`src/rtl/pergate_accum_seq_pkg.sv`:
```
// pergate_accum_seq_pkg
//   Shared field parameters, state encoding and modular-add helper for the
//   per-gate accumulator and its multiplier.
//   Field: 16-bit elements modulo the prime 65521.
package pergate_accum_seq_pkg;

  localparam int unsigned          F_NBITS = 16;
  localparam logic [F_NBITS-1:0]   F_Q     = 16'd65521;

  typedef enum logic [0:0] {
    ST_IDLE = 1'b0,
    ST_MUL  = 1'b1
  } state_t;

  // (a + b) mod F_Q for a, b < F_Q; a single conditional subtraction suffices.
  function automatic logic [F_NBITS-1:0] f_modadd(input logic [F_NBITS-1:0] a,
                                                   input logic [F_NBITS-1:0] b);
    logic [F_NBITS:0] s;
    s = {1'b0, a} + {1'b0, b};
    if (s >= {1'b0, F_Q}) begin
      s = s - {1'b0, F_Q};
    end else begin
      s = s;
    end
    return s[F_NBITS-1:0];
  endfunction

endpackage

```
`src/rtl/pergate_accum_seq_mul.sv`:
```
// pergate_accum_seq_mul
//   Two-cycle field multiplier: out = a*b mod F_Q.
//   en is sampled on one edge, ready pulses high for one cycle two cycles
//   after en was high (latency Lmul = 2), with out valid while ready is high.
// Ports:
//   clk   in   clock
//   rstb  in   asynchronous active-low reset
//   en    in   launch a multiply with the current a, b
//   a, b  in   operands, < F_Q
//   ready out  one-cycle result-valid pulse
//   out   out  product mod F_Q
module pergate_accum_seq_mul
  import pergate_accum_seq_pkg::*;
(
  input  logic               clk,
  input  logic               rstb,
  input  logic               en,
  input  logic [F_NBITS-1:0] a,
  input  logic [F_NBITS-1:0] b,
  output logic               ready,
  output logic [F_NBITS-1:0] out
);

  localparam logic [2*F_NBITS-1:0] Q_WIDE = (2*F_NBITS)'(F_Q);

  logic [2*F_NBITS-1:0] prod;
  logic                 prod_vld;

  // Stage 1 captures the full-width product, stage 2 reduces it.
  always_ff @(posedge clk or negedge rstb) begin
    if (!rstb) begin
      prod     <= '0;
      prod_vld <= 1'b0;
      ready    <= 1'b0;
      out      <= '0;
    end else begin
      prod_vld <= en;
      ready    <= prod_vld;
      if (en) begin
        prod <= {{F_NBITS{1'b0}}, a} * {{F_NBITS{1'b0}}, b};
      end else begin
        prod <= prod;
      end
      if (prod_vld) begin
        out <= F_NBITS'(prod % Q_WIDE);
      end else begin
        out <= out;
      end
    end
  end

endmodule

```
`src/rtl/pergate_accum_seq.sv`:
```
// pergate_accum_seq
//   Per-gate accumulation of the sumcheck round polynomial shares:
//   acc[t] <= acc[t] + weight[t]*gatefn[t] mod F_Q for t = 0..NPOINTS-1,
//   processed one point at a time through a single shared multiplier.
//   A pass takes NPOINTS*(Lmul+1)+1 cycles from en to ready.
// Ports:
//   clk     in   clock
//   rst     in   asynchronous active-high reset
//   en      in   start one accumulate pass (single-cycle pulse, honoured when idle)
//   clr     in   zero all accumulators (honoured when idle, applied before en)
//   gatefn  in   gate values per point, held stable while ~ready
//   weight  in   per-point weights, held stable while ~ready
//   ready   out  idle and no start pending
//   acc     out  registered accumulators, always < F_Q
module pergate_accum_seq
  import pergate_accum_seq_pkg::*;
#(
  parameter int unsigned NPOINTS = 3
) (
  input  logic                              clk,
  input  logic                              rst,
  input  logic                              en,
  input  logic                              clr,
  input  logic [NPOINTS-1:0][F_NBITS-1:0]   gatefn,
  input  logic [NPOINTS-1:0][F_NBITS-1:0]   weight,
  output logic                              ready,
  output logic [NPOINTS-1:0][F_NBITS-1:0]   acc
);

  localparam int unsigned IDX_W = (NPOINTS > 1) ? $clog2(NPOINTS) : 1;

  state_t             state;
  state_t             next_state;
  logic [IDX_W-1:0]   idx;
  logic               last_point;
  logic               mul_en;
  logic               mul_ready;
  logic [F_NBITS-1:0] mul_a;
  logic [F_NBITS-1:0] mul_b;
  logic [F_NBITS-1:0] mul_out;

  assign last_point = (idx == IDX_W'(NPOINTS - 1));

  pergate_accum_seq_mul u_mul (
    .clk   (clk),
    .rstb  (~rst),
    .en    (mul_en),
    .a     (mul_a),
    .b     (mul_b),
    .ready (mul_ready),
    .out   (mul_out)
  );

  // State register.
  always_ff @(posedge clk or posedge rst) begin
    if (rst) begin
      state <= ST_IDLE;
    end else begin
      state <= next_state;
    end
  end

  // Next-state logic; a pass ends when the last point's product arrives.
  always_comb begin
    next_state = ST_IDLE;
    case (state)
      ST_IDLE: begin
        if (en) begin
          next_state = ST_MUL;
        end else begin
          next_state = ST_IDLE;
        end
      end
      ST_MUL: begin
        if (mul_ready && last_point) begin
          next_state = ST_IDLE;
        end else begin
          next_state = ST_MUL;
        end
      end
      default: next_state = ST_IDLE;
    endcase
  end

  // Outputs and operand selection; operands are don't-care outside a pass.
  always_comb begin
    ready = (state == ST_IDLE) && !en;
    if (state == ST_MUL) begin
      mul_a = weight[idx];
      mul_b = gatefn[idx];
    end else begin
      mul_a = {F_NBITS{1'bx}};
      mul_b = {F_NBITS{1'bx}};
    end
  end

  // Point index, multiplier launch pulse and accumulator updates.
  // clr is applied in the idle cycle itself, so clr+en clears then accumulates.
  always_ff @(posedge clk or posedge rst) begin
    if (rst) begin
      idx    <= '0;
      mul_en <= 1'b0;
      acc    <= '0;
    end else begin
      mul_en <= 1'b0;
      case (state)
        ST_IDLE: begin
          if (clr) begin
            acc <= '0;
          end else begin
            acc <= acc;
          end
          if (en) begin
            idx    <= '0;
            mul_en <= 1'b1;
          end else begin
            idx <= idx;
          end
        end
        ST_MUL: begin
          if (mul_ready) begin
            acc[idx] <= f_modadd(acc[idx], mul_out);
            if (!last_point) begin
              idx    <= idx + IDX_W'(1);
              mul_en <= 1'b1;
            end else begin
              idx <= idx;
            end
          end else begin
            idx <= idx;
          end
        end
        default: begin
          idx <= '0;
        end
      endcase
    end
  end

endmodule
```
`config.mk`:
```
export PLATFORM = sky130hd
export DESIGN_NAME = pergate_accum_seq
export DESIGN_NICKNAME = d
export VERILOG_FILES = /design/src/rtl/pergate_accum_seq_pkg.sv /design/src/rtl/pergate_accum_seq_mul.sv /design/src/rtl/pergate_accum_seq.sv
export SDC_FILE = /design/constraint.sdc
export NUM_CORES = 1
export LEC_CHECK = 0
export CAP_MARGIN = 20
export CORE_UTILIZATION = 55
export CTS_CLUSTER_SIZE = 28
export DETAILED_ROUTE_END_ITERATION = 8
export GPL_TIMING_DRIVEN = 0
export HOLD_SLACK_MARGIN = 0.06
export PLACE_DENSITY = 0.78
export SLEW_MARGIN = 40
export SYNTH_ARGS = -nofsm -noshare
export SYNTH_HDL_FRONTEND = slang
export SYNTH_HIERARCHICAL = 1
export SYNTH_SLANG_ARGS = --single-unit
```
`constraint.sdc`:
```
create_clock -name clk -period 16.5 [get_ports clk]
set_clock_uncertainty 0.15 [all_clocks]
set_input_delay 1.65 -clock clk [delete_from_list [all_inputs] [get_ports clk]]
set_output_delay 1.65 -clock clk [all_outputs]
set_load 0.02 [all_outputs]
```
==> results_dict.tcl <==
set metrics [dict create \
    status "finished, violations left" \
    violations "setup timing" \
    fin_util 0.7271 \
    drive_above_1_share 0.2268 \
    slowest_stage "or4_4" \
    place_ws_ns -3.055 \
    hold_start "mul_en" \
    drcViolationCount 0 \
    period_share 1.047 \
    hold_buffers 0 \
    whs_path_depth 0 \
    yosys-top-cells-area "fa_1, dfrtp_1, ha_1, nand2_1, inv_1" \
    route.met3.wl_um 8142 \
    grt.overflow.total 0 \
    dp.cells 3777 \
    yosysWarnings 6 \
    io_pins 149 \
    reg2reg_slack_ns -0.78 \
    critical_path_class "reg -> reg" \
    final_max_slew_viol_count 0 \
    drt_iter0_markers 3275 \
    setup_violations 16 \
    first_global_vias 25863 \
    synthCells 3040 \
    insertion_delay_ns 0.38 \
    port_buffers 148 \
    worstMarginPinSlew_ns 0.9564 \
    wl_per_cell_um 22.25 \
    vias 26979 \
    yosysTopAreaCell "fa_1" \
    grt_max_degree 79 \
    synth-seq-area-share 0.1058 \
    routed.top_layer "met5" \
    rr_worst_depth 72 \
    max-cap-violations 0 \
    globalplace.congestion 1.007 \
    final_cells 4043 \
    ys_types 134 \
    die_w_um 211.5 \
    place_area_sq_mm 0.02653 \
    rows 76 \
    cts_tree "built" \
    synth_area_sq_mm 0.02413 \
    path_clk_slew_ns 0.10 \
    h-tree-depth 3 \
    cts_buffers 9 \
    clockBufferDepth 2 \
    die_y_um 211.5 \
    async_reset_ff_frac 1.000 \
    grt_pass1_wl_um 135500 \
    worstPathMaxFanout 7 \
    hpwl_um 62420 \
    layout.nets 3876 \
    vias_per_cell 6.673 \
    synth_common_cells "nand2_1, inv_1, fa_1" \
    max_stage_delay_ns 0.63 \
    routed-wl-met2_um 42050 \
    start_kind "flip-flop" \
    yosysMostFrequentCell "nand2_1" \
    syn_nets 3464 \
    worst_hold_path.endpoint "u_mul/prod_vld" \
    end_kind "flip-flop" \
    firstDrtPassIters 8 \
    rr_endpoint "u_mul/out[0]" \
    stdcell_area_sq_mm 0.03139 \
    timing.rr.start "u_mul/prod[15]" \
    ant_nets 0 \
    period_needed_ns 17.28 \
    synth-seq-cells 102 \
    netlist.area_leader.share 0.1618 \
    worstPathArrival_ns 17.38 \
    worst_slack_ns -0.7774 \
    cts-root-buf "clkbuf_16" \
    wl_met1_um 33820 \
    rsz0062_at_grt "true" \
    areaGrowthSynthToFinish_pct 30.08 \
    synth.avg_cell_area_sq_um 7.938 \
    timing.fmax_mhz 57.88 \
    cts.sink_count 102 \
    hp-class "reg -> reg" \
    die_area_sq_mm 0.04472 \
    synthFlopType "dfrtp_1" \
    start_util 0.5589 \
    path_common_cell "buf_4" \
    globalRouteTotalUtil 0.3778 \
    synth_edf_count 0 \
    worstPathRequired_ns 16.60 \
    antenna_found_initial 6 \
    drt-total-wl_um 89970 \
    coreArea_sq_mm 0.04317 \
    timing_hold_violations_final 0 \
    slew_headroom 0.3581 \
]
-- metrics by stage --
| stage | hold WS, ns | setup TNS [ns] |
|---|---|---|
| after floorplan | 0.2019 | 0 |
| after global placement | 0.3087 | -46.25 |
| after detailed placement | 0.3108 | -47.60 |
| after CTS | 0.3381 | 0 |
| after global routing | 0.3533 | -18.45 |
| final | 0.3630 | -11.04 |
-- area by class of cell --
| class | instances | area [sq um] |
|---|---|---|
| well taps | 585 | 732.0 |
| fillers | 3205 | 11780 |
| plain buffers | 145 | 773.2 |
| repair buffers | 409 | 3597 |
| multi-input cells | 2515 | 22390 |
| flip-flops and latches | 102 | 2561 |
| diodes | 1 | 2.502 |
| clock inverters | 7 | 86.33 |
| inverters | 270 | 1021 |
| clock buffers | 9 | 225.2 |
-- worst max path at each step --
stage                    from       endpoint  slack (ns)
2_1_floorplan  u_mul/prod[18]   u_mul/out[9]       0.009
3_5_place_dp   u_mul/prod[30]  u_mul/out[14]       -3.06
5_1_grt        u_mul/prod[15]   u_mul/out[0]       -1.24
4_1_cts        u_mul/prod[15]   u_mul/out[1]       0.004
3_3_place_gp   u_mul/prod[30]  u_mul/out[14]       -3.00
6_report       u_mul/prod[15]   u_mul/out[0]       -0.78
-- cell families after synthesis --
kind of cell | count (synthesis) | synth area share
adder cells (fa/ha/maj) | 327 | 0.2299
buffers and inverters | 423 | 0.07021
XOR/XNOR | 158 | 0.05890
multiplexers | 125 | 0.05418
flip-flops | 102 | 0.1058
AO/OA/AOI/OAI | 782 | 0.2388
AND/OR/NAND/NOR | 1123 | 0.2422
-- registers in the layout, summed over array words and instances, names as in the netlist --
register / cells
acc: 48
idx: 2
mul_en: 1
state: 1
u_mul/out: 16
u_mul/prod: 32
u_mul/prod_vld: 1
u_mul/ready: 1
-- worst max-delay path: cells and delay by family (launching register included) --
family / cells / cell delay, ns
adders and majority gates: 3 / 0.75
buffers and inverters: 14 / 2.12
AOI/OAI and AO/OA: 29 / 7.08
muxes: 7 / 1.81
xor gates and xnor gates: 6 / 1.04
DFF: 1 / 0.35
and+or+nand+nor: 13 / 3.79
-- placed cells by master, fill, tap and decap left out, drive strengths merged, types with 102 or more instances in the layout --
cell type      synthesis  final
a21oi                140    140
and2                 122    122
buf                   48    303
clkbuf               105    112
clkdlybuf4s50          0    148
dfrtp                102    102
fa                   195    195
ha                   129    129
inv                  267    270
nand2                384    384
nand3                117    117
nor2                 147    147
o21ai                190    190
xnor2                109    109
-- timing repair --
action | CTS | global route
setup endpoints to repair | 16 | 16
gates resized for setup | 316 | 159
pin swaps | 120 | 103
setup buffers | 183 | 72
-- routing by layer --
metal,up-vias,global-route usage
met5,-,0
met2,1713,0.6344
li1,11726,-
met4,6,0.1852
met1,13007,0.4721
met3,527,0.05949
Power is not shown: default switching activity piles up to over one toggle a cycle in this logic, so the estimate is an artifact.
